### config.mk
export PLATFORM = sky130hd
export DESIGN_NAME = csr_access_arbiter
export DESIGN_NICKNAME = d
export VERILOG_FILES = /design/src/rtl/csr_access_arbiter.sv
export SDC_FILE = /design/constraint.sdc
export NUM_CORES = 1
export LEC_CHECK = 0
export CORE_AREA = 5 5 102 104
export CTS_CLUSTER_DIAMETER = 80
export DETAILED_ROUTE_END_ITERATION = 10
export DIE_AREA = 0 0 107 109
export DONT_BUFFER_PORTS = 1
export MAX_ROUTING_LAYER = met4
export SETUP_SLACK_MARGIN = 0.1
export SYNTH_ARGS = -nofsm -noshare
export SYNTH_HDL_FRONTEND = slang
export SYNTH_SLANG_ARGS = --single-unit
### constraint.sdc
create_clock -name clk -period 3.25 [get_ports clk]
set_clock_uncertainty 0.05 [all_clocks]
set_input_delay 0.65 -clock clk [delete_from_list [all_inputs] [get_ports clk]]
set_output_delay 0.65 -clock clk [all_outputs]
set_load 0.005 [all_outputs]
### src/rtl/csr_access_arbiter.sv
// Round-robin arbiter sharing one CSR port among NUM_REQ requesters.
// Optional `CSR_ARB_HOST_PRIO_EN gives requester 0 absolute priority.
module csr_access_arbiter #(
  parameter int NUM_REQ    = 3,
  parameter int ADDR_WIDTH = 8,
  parameter int DATA_WIDTH = 32,
  localparam int IDW       = $clog2(NUM_REQ)
) (
  input  logic                             clk,
  input  logic                             rst_n,
  input  logic [NUM_REQ-1:0]               req_valid,
  output logic [NUM_REQ-1:0]               req_ready,
  input  logic [NUM_REQ-1:0]               req_write,
  input  logic [NUM_REQ*ADDR_WIDTH-1:0]    req_addr,
  input  logic [NUM_REQ*DATA_WIDTH-1:0]    req_wdata,
  output logic [NUM_REQ-1:0]               rsp_valid,
  input  logic [NUM_REQ-1:0]               rsp_ready,
  output logic [DATA_WIDTH-1:0]            rsp_rdata,
  output logic                             csr_wen,
  output logic                             csr_ren,
  output logic [ADDR_WIDTH-1:0]            csr_addr,
  output logic [DATA_WIDTH-1:0]            csr_wdata,
  input  logic [DATA_WIDTH-1:0]            csr_rdata,
  output logic                             busy,
  output logic [IDW-1:0]                   grant_id
);

  typedef enum logic [1:0] {S_IDLE, S_ISSUE, S_RESP} state_t;

  state_t                  r_state;
  logic [IDW-1:0]          r_rr_ptr;
  logic [IDW-1:0]          r_grant_id;
  logic                    r_write;
  logic [ADDR_WIDTH-1:0]   r_addr;
  logic [DATA_WIDTH-1:0]   r_wdata;
  logic [DATA_WIDTH-1:0]   r_rdata;
  logic                    r_wen;
  logic                    r_ren;
  logic [NUM_REQ-1:0]      r_rsp_valid;

  logic [NUM_REQ-1:0]      w_elig;
  logic                    w_host;
  logic [IDW-1:0]          w_hi;
  logic [IDW-1:0]          w_lo;
  logic                    w_hi_found;
  logic [IDW-1:0]          w_win;
  logic                    w_any;
  logic [IDW-1:0]          w_next_ptr;
  logic                    w_win_write;
  logic [ADDR_WIDTH-1:0]   w_win_addr;
  logic [DATA_WIDTH-1:0]   w_win_wdata;
  logic [NUM_REQ-1:0]      w_ready;
  logic [NUM_REQ-1:0]      w_gid_oh;

  // Scanning downwards leaves the lowest eligible index at/after rr_ptr in
  // w_hi and the lowest overall in w_lo (the wrap-around candidate).
  always_comb begin
    w_elig = req_valid;
    w_host = 1'b0;
`ifdef CSR_ARB_HOST_PRIO_EN
    w_host    = req_valid[0];
    w_elig[0] = 1'b0;
`endif
    w_hi       = '0;
    w_lo       = '0;
    w_hi_found = 1'b0;
    for (int i = NUM_REQ - 1; i >= 0; i--) begin
      if (w_elig[i]) begin
        w_lo = IDW'(i);
        if (IDW'(i) >= r_rr_ptr) begin
          w_hi       = IDW'(i);
          w_hi_found = 1'b1;
        end
      end
    end
    w_win = w_host ? '0 : (w_hi_found ? w_hi : w_lo);
    w_any = w_host | (|w_elig);
  end

  always_comb begin
    w_next_ptr = (w_win == IDW'(NUM_REQ - 1)) ? '0 : w_win + IDW'(1);
`ifdef CSR_ARB_HOST_PRIO_EN
    if (w_host) w_next_ptr = r_rr_ptr;
`endif
  end

  always_comb begin
    w_ready     = '0;
    w_gid_oh    = '0;
    w_win_write = 1'b0;
    w_win_addr  = '0;
    w_win_wdata = '0;
    for (int i = 0; i < NUM_REQ; i++) begin
      if (w_win == IDW'(i)) begin
        w_win_write = req_write[i];
        w_win_addr  = req_addr[i*ADDR_WIDTH +: ADDR_WIDTH];
        w_win_wdata = req_wdata[i*DATA_WIDTH +: DATA_WIDTH];
        w_ready[i]  = (r_state == S_IDLE) && w_any;
      end
      w_gid_oh[i] = (r_grant_id == IDW'(i));
    end
  end

  always_ff @(posedge clk or negedge rst_n) begin
    if (!rst_n) begin
      r_state     <= S_IDLE;
      r_rr_ptr    <= '0;
      r_grant_id  <= '0;
      r_write     <= 1'b0;
      r_addr      <= '0;
      r_wdata     <= '0;
      r_rdata     <= '0;
      r_wen       <= 1'b0;
      r_ren       <= 1'b0;
      r_rsp_valid <= '0;
    end else begin
      case (r_state)
        S_IDLE: begin
          if (w_any) begin
            r_write    <= w_win_write;
            r_addr     <= w_win_addr;
            r_wdata    <= w_win_wdata;
            r_grant_id <= w_win;
            r_rr_ptr   <= w_next_ptr;
            r_wen      <= w_win_write;
            r_ren      <= ~w_win_write;
            r_state    <= S_ISSUE;
          end
        end
        S_ISSUE: begin
          r_wen       <= 1'b0;
          r_ren       <= 1'b0;
          r_rdata     <= r_write ? '0 : csr_rdata;
          r_rsp_valid <= w_gid_oh;
          r_state     <= S_RESP;
        end
        S_RESP: begin
          // r_rsp_valid is one-hot on grant_id, so other rsp_ready bits drop out
          if (|(rsp_ready & r_rsp_valid)) begin
            r_rsp_valid <= '0;
            r_state     <= S_IDLE;
          end
        end
        default: r_state <= S_IDLE;
      endcase
    end
  end

  assign req_ready = w_ready;
  assign rsp_valid = r_rsp_valid;
  assign rsp_rdata = r_rdata;
  assign csr_wen   = r_wen;
  assign csr_ren   = r_ren;
  assign csr_addr  = r_addr;
  assign csr_wdata = r_wdata;
  assign busy      = (r_state != S_IDLE);
  assign grant_id  = r_grant_id;

endmodule

## Word-level counts from Yosys, hierarchy flattened

Index checks and enable logic that the tools add are counted.

| storage, ports and cells | value |
|---|---|
| register bits | 84 |
| bits in latches | 0 |
| memory bits (writable) | 0 |
| memory bits (read-only) | 0 |
| input bits | 163 |
| output and inout bits | 83 |
| word-level logic and storage cells | 76 |
| memories kept | 0 |

| cells by class | value |
|---|---|
| $add $sub $neg | 1 |
| multiply operators | 0 |
| divide/modulo/power cells | 0 |
| $lt $le $gt $ge | 3 |
| equality and inequality tests | 8 |
| shift operators | 0 |
| multiplexer cells | 39 |
| bitwise logic cells | 2 |
| reduce and logical (&&, ||, !) cells | 13 |

Operators by type and width:

| cell | count |
|---|---|
| $mux W32 | 4 |
| $mux W2 | 13 |
| $mux W8 | 3 |
| $mux W1 | 14 |
| $reduce_and A2 Y1 | 4 |
| $eq A2 B1 Y1 const B | 3 |
| $eq A2 B2 Y1 const B | 3 |
| $logic_not A2 Y1 | 3 |
| $pmux W2 S3 | 1 |
| $pmux W3 S2 | 1 |
| $reduce_bool A2 Y1 | 3 |
| $reduce_or A3 Y1 | 2 |
| $ge A1 B2 Y1 const A | 2 |
| $ne A2 B2 Y1 const B | 2 |
| $pmux W1 S2 | 2 |
| $and A3 B3 Y3 | 1 |
| $mux W3 | 1 |
| $add A2 B1 Y2 const B | 1 |
| $ge A2 B2 Y1 const A | 1 |
| $logic_and A1 B1 Y1 | 1 |
| $not A1 Y1 | 1 |

## Logic depth before layout (Yosys ltp)

Gate-level depths: netlist of run 1.

| logic depth | value |
|---|---|
| depth in word-level cells | 15 |
| mapped depth | 8 |
| depth with buffers taken out | 6 |

## Worst setup path before layout of run 1

No wires, ideal clock.

| path | value |
|---|---|
| kind | input port to output port |
| start | input port req_valid[1] |
| end | output port req_ready[1] |
| data arrival time | 1.595 ns |
| data required time | 2.550 ns |
| slack | 0.955 ns |
| stages on the path | 6 |
| buffers on the path | 3 |
| cells stage by stage | buf_2 -> nor2_1 -> a21o_1 -> buf_2 -> buf_2 -> nor3_2 |

| between the ends | value |
|---|---|
| cells in the longest elaborated chain, start to end | 6 |
| elaborated cells between the ends (all ways) | 13 |
| classes of those cells | eq/ne (1); mux (10); reduce/logical (2) |

Ends and longest elaborated chain:

| element | RTL line | text |
|---|---|---|
| start: declaration | 11 | `input logic [NUM_REQ-1:0] req_valid,` |
| $mux W2 / $mux W1 (equally long branches) | 68 | `if (w_elig[i]) begin` |
| $mux W2 / $mux W1 (equally long branches) | 70 | `if (IDW'(i) >= r_rr_ptr) begin` |
| $mux W2 / $mux W1 (equally long branches) | 68 |  |
| $mux W2 | 76 | `w_win = w_host ? '0 : (w_hi_found ? w_hi : w_lo);` |
| $eq A2 B1 Y1 | 94 | `if (w_win == IDW'(i)) begin` |
| $mux W1 (*) | 94 |  |
| end: declaration | 12 | `output logic [NUM_REQ-1:0] req_ready,` |

Every way passes the cells marked *; elsewhere a longest branch is shown, timed or not.

## Worst setup path after layout of run 1

| path | value |
|---|---|
| start | register r_rr_ptr[1] |
| end | output port req_ready[1] |

| between the ends | value |
|---|---|
| cells in the longest elaborated chain, start to end | 10 |
| elaborated cells between the ends (all ways) | 18 |
| classes of those cells | order compare (3); eq/ne (1); mux (14) |

Ends and longest elaborated chain:

| element | RTL line | text |
|---|---|---|
| start: declaration | 31 | `logic [IDW-1:0] r_rr_ptr;` |
| start signal: assignment | 124 | `r_rr_ptr <= w_next_ptr;` |
| $ge A2 B2 Y1 | 70 |  |
| $mux W1 / $mux W2 (equally long branches) | 70 |  |
| $mux W1 / $mux W2 (equally long branches) | 68 |  |
| $mux W1 / $mux W2 (equally long branches) | 70 |  |
| $mux W1 / $mux W2 (equally long branches) | 68 |  |
| $mux W1 / $mux W2 (equally long branches) | 70 |  |
| $mux W1 / $mux W2 (equally long branches) | 68 |  |
| $mux W2 (*) | 76 |  |
| $eq A2 B1 Y1 (*) | 94 |  |
| $mux W1 (*) | 94 |  |

Marked as above.

==> out/metrics.cfg, run 1 <==
[status]
status = completed

[global_routing]
grt_overflow = 0
grt_max_degree = 85
grt_pass1_vias = 3632
grt_antenna_before_repair = 2
grt_pass1_wl_um = 20330
grt_use_total_pct = 22.89

[critical_path]
worstSetupStartpointType = flop
worst_setup_path_end_kind = primary output
critPathBufInv = 1
crit_type = flop to primary output
cp_top_family = compound AO/OA/AOI/OAI gates
path_max_fanout = 26
critPathRequiredTime_ns = 2.55
slowest_delay_ns = 0.59
path_cells = buf_4 > a21boi_2 > nor3_2
critPathSlowestCell = a21boi_2
crit_arrival_ns = 1.97

[sta]
setup_viol = 0
slew_viol_final = 0
finalCritPeriodShare_pct = 82.25
tightest_slew_ns = 1.046
fin_crit_ns = 2.673
hold_violations = 0
whs_ns = 0.1322
rsz0062_at_grt = no
setup_tns_ns = 0
slew_headroom_pct = 30.02
fin_ws_ns = 0.5770
timing.fmax_mhz = 374.1

[synth]
synth_nets = 627
synth.area.top_cells = dfrtp_1 (47%), o221a_2 (6.3%), a221o_1 (6.3%)
synth-xor-area-share_pct = 0
ys_types = 42
synth_top_area_cell = dfrtp_1
avgSynthCellArea_um2 = 9.648
ys_ff_latch = 84
synth_area_um2 = 4477
postSynthCellCount = 464
synth_adder_area_share_pct = 0
synthMuxAreaShare_pct = 0
yosys.area_share.simple_pct = 17.30
synth_compound_area_share_pct = 30.60
yosysSeqAreaShare_pct = 46.95
synth_top_area_share_pct = 46.95
synth_top_family_by_area = compound AO/OA/AOI/OAI gates
synth.yosys.warnings = 0

[clocking]
path_clk_slew_ns = 0.10
htree_levels = 3
cts_tree = yes
postCtsSetupBuffers = 0
cts_buffer_depth = 2
clockRootBuffer = clkbuf_8
numCtsBuffers = 9
clkLatencyLatePin_ns = 0.35
clock_sinks = 84

[final_layout]
layout.cells.non_filler = 560
syn_to_final_growth_pct = 5.646
fin_area_um2 = 4730
num-fill-cells = 890
final_core_util_pct = 50.00
drive_gt1_share_pct = 13.96
nets = 602

[placement]
dp_cells = 541
io_buffers = 0
place_hpwl_um = 9334
dp_slack_ns = 0.6085
place.gp.congestion = 0.7751
dpl_cell_area_um2 = 4513

[detailed_routing]
vias_per_cell = 6.468
drtAntennaViolNets = 0
vias = 3622
drc = 0
wl_per_cell_um = 23.22
drtPass1Iterations = 5
dr.first_iter.drc_count = 222
routed_wl_um = 13010

[flow_run]
max-cap-violations = 0

[die]
die_area_um2 = 11660
rows = 36
die_h_um = 109
io-pin-count = 246
die_w_um = 107
start_util_pct = 47.33
core_area_um2 = 9459

[hold_path]
hold_class = input port to asynchronous set/reset pin

[power_and_ir_drop]
p_per_area_nw_per_um2 = 946.5
total_power_mw = 4.476
ir_worst_vdd_mv = 0.3687
p_leak_nw = 1.861

path summary, 6_finish.rpt:
check                                                from                        end  slack [ns]  depth (start not counted)
worst max-delay path              r_rr_ptr[1]$_DFFE_PN0P_               req_ready[1]        0.58                          3
worst min-delay path                                rst_n   rsp_rdata[7]$_DFFE_PN0P_        0.13                          1
worst max register to register     r_state[0]$_DFFE_PN0P_  csr_wdata[13]$_DFFE_PN0P_        0.81                          5
worst min register to register  rsp_rdata[23]$_DFFE_PN0P_  rsp_rdata[23]$_DFFE_PN0P_        0.47                          2
max in group asynchronous                           rst_n  csr_wdata[24]$_DFFE_PN0P_        2.68                          1
min in group clk                             csr_rdata[6]   rsp_rdata[6]$_DFFE_PN0P_        0.39                          2
what timing repair did:
item                      CTS  global route
resized for setup           0             0
hold endpoints to repair   84             0
hold buffers                1             0
flip-flops by register name, indices dropped and copies added (netlist names):
signal / cells
rsp_valid: 3
csr_wen: 1
r_write: 1
r_state: 2
csr_ren: 1
rsp_rdata: 32
r_rr_ptr: 2
csr_addr: 8
grant_id: 2
csr_wdata: 32
routing by layer:
layer	share of wire, %	vias to the layer above	wire (um)	global-route usage [%]
met2	49	198	6342	36.74
met1	41	1721	5271	27.57
met5	0	-	0	-
li1	-	1687	-	-
met3	9.2	16	1195	8.171
met4	1.5	0	195	6.119
synth_stat cells:
library cell,number
a21boi_0,26
clkinv_2,1
o311ai_1,1
nand2b_1,36
a21boi_2,1
a21boi_1,2
nor2b_1,1
dfrtp_1,84
a21o_1,4
a221oi_1,1
or3_1,28
buf_2,15
o31ai_2,1
o221ai_1,1
nor3_2,1
buf_4,1
nand3b_1,2
or3b_1,1
nand4b_1,1
nor2_2,1
buf_6,1
o21ai_2,1
o2111ai_1,1
a211oi_1,1
nor2_1,10
nor3b_1,1
inv_2,2
o22ai_1,13
inv_1,3
o221a_1,4
a222oi_1,1
nor3_1,2
nand2_1,69
clkbuf_1,30
o32ai_1,11
nand3_1,1
a21oi_1,16
o21ai_1,8
o211a_1,1
o21ai_0,26
a221o_1,28
o221a_2,25
power by group:
group          switching (mW)  total (mW)  internal [mW]
logic                   0.946        1.76          0.810
clock network           0.404       0.708          0.304
registers               0.487        2.01           1.52
total                    1.84        4.48           2.64
placed cells by master (no fill, tap or decap), types with 3 or more instances in the layout:
| cell type | netlist | routed |
|---|---|---|
| nor2_1 | 10 | 10 |
| nand2_1 | 69 | 68 |
| nand2b_1 | 36 | 36 |
| o221a_2 | 25 | 25 |
| o221a_1 | 4 | 4 |
| o21ai_0 | 26 | 26 |
| buf_4 | 1 | 10 |
| o22ai_1 | 13 | 13 |
| a21oi_1 | 16 | 16 |
| or3_1 | 28 | 28 |
| inv_1 | 3 | 3 |
| a21o_1 | 4 | 4 |
| dfrtp_1 | 84 | 84 |
| a21boi_0 | 26 | 26 |
| a221o_1 | 28 | 28 |
| o32ai_1 | 11 | 11 |
| clkbuf_8 | 0 | 10 |
| o21ai_1 | 8 | 8 |
final cells by class:
| type | count | area, um2 | share of cell area (%) |
|---|---|---|---|
| tap | 114 | 142.6 | 3.016 |
| antenna | 2 | 5.005 | 0.1058 |
| multi-input combinational | 327 | 2170 | 45.87 |
| timing repair buffer | 11 | 102.6 | 2.169 |
| clock inverter | 6 | 46.29 | 0.9788 |
| sequential | 84 | 2102 | 44.44 |
| inverter | 6 | 23.77 | 0.5026 |
| clock buffer | 10 | 137.6 | 2.910 |
cells by family after synthesis:
logic type / Yosys count
compound gates: 173
simple gates: 154
flops: 84
buf+inv: 53
No activity file was read; power rests on OpenSTA's default activity.
==> run 2: changes to the inputs <==
clock period = 2.55 ns   (was 3.25 ns; I/O delays follow)
==> run 2 against run 1 <==
Against the previous run:
- the run now ends with hold timing left
- critical path depth grew 1
- cell count unchanged
- first-iteration DRC count is 26% higher
- die area did not move
- via count shrank 0.30%
- critical endpoint is now req_ready[2]
==> out/metrics.cfg, run 2 (synthesis gave the netlist of run 1 again) <==
[status]
status = finished, violations left
violations = hold timing

[detailed_routing]
drtAntennaViolNets = 0
drtPass1Iterations = 8
vias_per_cell = 6.448
vias = 3611
drc = 0
wl_per_cell_um = 23.28
dr.first_iter.drc_count = 279
routed_wl_um = 13040

[critical_path]
r2r_end = csr_addr[5]$_DFFE_PN0P_
critPathSlowestCell = dfrtp_1
worstReg2RegStart = r_rr_ptr[1]$_DFFE_PN0P_
crit_arrival_ns = 1.77
cp_top_family = simple AND/OR/NAND/NOR gates
path_max_fanout = 18
reg2reg_slack_ns = 0.56
critPathBufInv = 1
rr_worst_depth = 4
critPathRequiredTime_ns = 1.99
worst_setup_path_end_kind = primary output
path_cells = nor3b_1 > o31ai_4 > buf_4 > nor2_1
worstSetupStartpointType = flop
crit_type = flop to primary output
slowest_delay_ns = 0.52

[power_and_ir_drop]
comb_power_share_pct = 37.9
switching_power_mw = 2.323
p_leak_nw = 1.892
p_per_area_nw_per_um2 = 1249
pwr-share-seq_pct = 43.0
swShare_pct = 38.76
p_int_mw = 3.671
ir_worst_vdd_mv = 0.5285
clkPwrFrac_pct = 19.1

[die]
die_h_um = 109
start_util_pct = 47.33
die_w_um = 107
die_area_um2 = 11660
rows = 36
core_area_um2 = 9459
io-pin-count = 246

[global_routing]
grt_overflow = 0
grt_pass1_vias = 3670
grt_antenna_before_repair = 1
grt_use_total_pct = 22.35
grt_pass1_wl_um = 19710
grt_max_degree = 85

[final_layout]
drive_gt1_share_pct = 14.38
syn_to_final_growth_pct = 7.183
fin_area_um2 = 4798
final_common_cell = dfrtp_1
final_core_util_pct = 50.73
num-fill-cells = 860
layout_common_cells = dfrtp_1 (83), nand2_1 (68), nand2b_1 (36)
nets = 603

[sta]
whs_ns = -0.2071
fin_crit_ns = 2.332
slew_viol_final = 0
hold_violations = 84
setup_tns_ns = 0
finalCritPeriodShare_pct = 91.45
setup_viol = 0
rsz0062_at_grt = no
timing.fmax_mhz = 428.8
tightest_slew_ns = 0.9878
slew_headroom_pct = 34.15

[clocking]
numCtsBuffers = 9
clkLatencyLatePin_ns = 0.35
cts_buffer_depth = 2
clockRootBuffer = clkbuf_8
path_clk_slew_ns = 0.09
cts_tree = yes
clock_sinks = 84
htree_levels = 3

[placement]
dpl_cell_area_um2 = 4541
place_hpwl_um = 9472
place.gp.congestion = 0.7829
io_buffers = 0

[hold_path]
hold_class = input port to asynchronous set/reset pin

[flow_run]
max-cap-violations = 0

run 2: worst max-delay path by stage:
stage | start | end | depth (start not counted)
6_report | r_rr_ptr[0]$_DFFE_PN0P_ | req_ready[2] | 4
5_1_grt | r_rr_ptr[0]$_DFFE_PN0P_ | req_ready[2] | 4
4_1_cts | r_state[0]$_DFFE_PN0P_ | req_ready[1] | 4
3_5_place_dp | req_valid[1] | csr_wdata[30]$_DFFE_PN0P_ | 5
3_3_place_gp | req_valid[1] | csr_addr[2]$_DFFE_PN0P_ | 5
2_1_floorplan | req_valid[1] | req_ready[1] | 6
run 2: power groups by stage:
| stage | Clock, mW | Sequential (mW) | Combinational (mW) |
|---|---|---|---|
| 2_1_floorplan | 0 | 2.34 | 1.91 |
| 3_3_place_gp | 0 | 2.62 | 2.19 |
| 3_5_place_dp | 0 | 2.62 | 2.28 |
| 4_1_cts | 1.18 | 2.60 | 2.28 |
| 5_1_grt | 1.24 | 2.68 | 2.55 |
| 6_report | 1.15 | 2.58 | 2.27 |
run 2: worst register-to-register path, cell delays in order (launching register included):
cell and delay [ns]:
dfrtp_2 0.51, nand2_1 0.09, o211a_1 0.80, a221o_1 0.30, o221a_2 0.18
run 2: timing repair:
action                                  in CTS  in global routing
endpoints found under the hold margin       84                 84
pin swaps                                    0                  1
setup buffers                                0                  0
resized for setup                            1                  3
endpoints found under the setup margin       1                  3
run 2: per-layer routing:
metal  wire (um)  track usage [%]  vias up  part of all wire [%]
met4         227            7.671        0                   1.7
met2        6415            36.06      176                    49
met5           0                -        -                     0
met3        1237            7.164       22                   9.5
li1            -                -     1688                     -
met1        5156            26.59     1725                    40
run 2: final cells by class:
type	instances	area, um2	share of cell area [%]
Clock buffer	10	127.6	2.660
Antenna cell	1	2.502	0.05215
Sequential cell	84	2103	43.83
Timing Repair Buffer	12	102.6	2.138
Tap cell	114	142.6	2.973
Inverter	6	23.77	0.4954
Clock inverter	6	111.4	2.321
Multi-Input combinational cell	327	2185	45.53
run 2: stage by stage:
step / total power, mW / hold WS, ns / std cells / setup slack [ns]
6_report: 5.995 / -0.2071 / 560 / 0.2181
2_1_floorplan: 4.248 / 0.1644 / 464 / 0.5347
3_5_place_dp: 4.906 / 0.1664 / 543 / 0.3413
3_3_place_gp: 4.806 / 0.1665 / 543 / 0.3960
5_1_grt: 6.466 / -0.2468 / 560 / 0.1350
4_1_cts: 6.064 / -0.2336 / 559 / 0.1329
==> run 3: changes to the inputs <==
CAP_MARGIN = 0   (was unset)
CORE_AREA = 5 5 120 88   (was 5 5 102 104)
DIE_AREA = 0 0 125 93   (was 0 0 107 109)
==> run 3 against run 2 <==
Against the previous run:
- the flow still finishes with violations (hold timing)
- cell count increased by 2.7%
- routed wire length is 3.9% higher
- critical path depth unchanged
- count of clock-buffer cells in the layout is 1 higher
- utilization increased by 1.6 points
- register-to-register slack worse by 0.09 ns
- worst hold slack improved by 0.028 ns
- sequential power about the same
- maximum frequency up 3.4%
- largest power group unchanged
==> out/metrics.cfg, run 3 (synthesis gave the netlist of run 1 again) <==
[status]
status = finished, violations left
violations = hold timing

[clocking]
clockRootBuffer = clkbuf_16
cts_tree = yes
cts_buffer_depth = 2
clkLatencyLatePin_ns = 0.33
htree_levels = 3
clock_sinks = 84
path_clk_slew_ns = 0.06
numCtsBuffers = 9

[detailed_routing]
drtAntennaViolNets = 0
wl_per_cell_um = 23.55
dr.first_iter.drc_count = 289
drtPass1Iterations = 5
routed_wl_um = 13540
vias_per_cell = 6.346
drc = 0
vias = 3649

[critical_path]
critPathRequiredTime_ns = 1.99
path_max_fanout = 11
worstReg2RegStart = r_state[0]$_DFFE_PN0P_
crit_type = flop to primary output
worst_setup_path_end_kind = primary output
worstSetupStartpointType = flop
crit_arrival_ns = 1.69
startpoint = r_state[0]$_DFFE_PN0P_

[flow_run]
max-cap-violations = 0

[placement]
place.gp.congestion = 0.8697
dpl_cell_area_um2 = 4586
dp_cells = 559
place_hpwl_um = 10090
io_buffers = 0

[sta]
timing.fmax_mhz = 443.5
slew_headroom_pct = 37.44
whs_ns = -0.1792
rsz0062_at_grt = no
finalCritPeriodShare_pct = 88.43
slew_viol_final = 0
setup_tns_ns = 0
hold_violations = 84
setup_viol = 0
tightest_slew_ns = 0.9384
fin_crit_ns = 2.255

[hold_path]
hold_class = input port to asynchronous set/reset pin

[die]
die_w_um = 125
core_area_um2 = 9346
die_h_um = 93
die_area_um2 = 11630
start_util_pct = 47.90
io-pin-count = 246
rows = 30

[final_layout]
final_common_cell = dfrtp_1
layout_common_cells = dfrtp_1 (84), nand2_1 (68), nand2b_1 (36)
fin_area_um2 = 4895
syn_to_final_growth_pct = 9.335
nets = 605
diodes = 0
layout.cells.non_filler = 575
drive_gt1_share_pct = 14.32

[global_routing]
grt_max_degree = 85
grt_antenna_before_repair = 0
grt_pass1_wl_um = 20780
grt_pass1_vias = 3553
grt_use_total_pct = 23.18
grt_overflow = 0

[power_and_ir_drop]
p_per_area_nw_per_um2 = 1271
p_leak_nw = 1.937
ir_worst_vdd_mv = 0.4703

[run 3: layer usage]
layer | up-vias | part of all wire [%] | global-route usage [%]
met5 | - | 0 | -
met4 | 0 | 1.3 | 5.054
met3 | 16 | 9.5 | 7.306
met2 | 185 | 49 | 36.90
met1 | 1762 | 40 | 29.46
li1 | 1686 | - | -
[run 3: per-stage QoR]
stage	hold WS, ns	util, %	total power, mW	worst slack [ns]
after floorplan	0.1644	-	4.248	0.5347
after global placement	0.1665	49.06	4.851	0.4749
after detailed placement	0.1669	49.06	4.961	0.4210
after CTS	-0.1923	52.30	6.288	0.2167
after global routing	-0.1999	52.37	6.672	0.1548
final	-0.1792	52.37	6.220	0.2950
[run 3: critical path: stages (launching register included)]
cell	delay, ns
dfrtp_1	0.43
nor2_2	0.23
inv_2	0.09
a21o_1	0.30
nor3_4	0.31
[run 3: final timing paths]
kind | depth (start not counted) | slack (ns) | endpoint
max reg2reg | 6 | 0.47 | csr_wdata[6]$_DFFE_PN0P_
min | 0 | -0.18 | rsp_rdata[13]$_DFFE_PN0P_
max in group asynchronous | 0 | 2.49 | rsp_rdata[27]$_DFFE_PN0P_
min reg2reg | 2 | 0.46 | rsp_rdata[12]$_DFFE_PN0P_
max | 4 | 0.30 | req_ready[1]
min in group clk | 2 | 0.26 | rsp_rdata[25]$_DFFE_PN0P_
[run 3: area by class of cell]
type	instances	area [um2]
clock buffers	11	242.7
multi-input cells	327	2176
repair buffers	14	130.1
fillers	851	4452
flip-flops and latches	84	2102
clock inverters	5	60.06
well taps	128	160.2
inverters	6	23.77
[run 3: timing repair]
item,CTS,global route
setup buffers,0,0
setup endpoints to repair,0,1
endpoints found under the hold margin,84,84
resized for setup,0,1
[run 3: power breakdown]
group / internal (mW) / leakage, nW / switching, mW
clock: 0.789 / 0.146 / 0.523
combinational: 1.10 / 0.790 / 1.23
sequential: 1.95 / 1.00 / 0.632
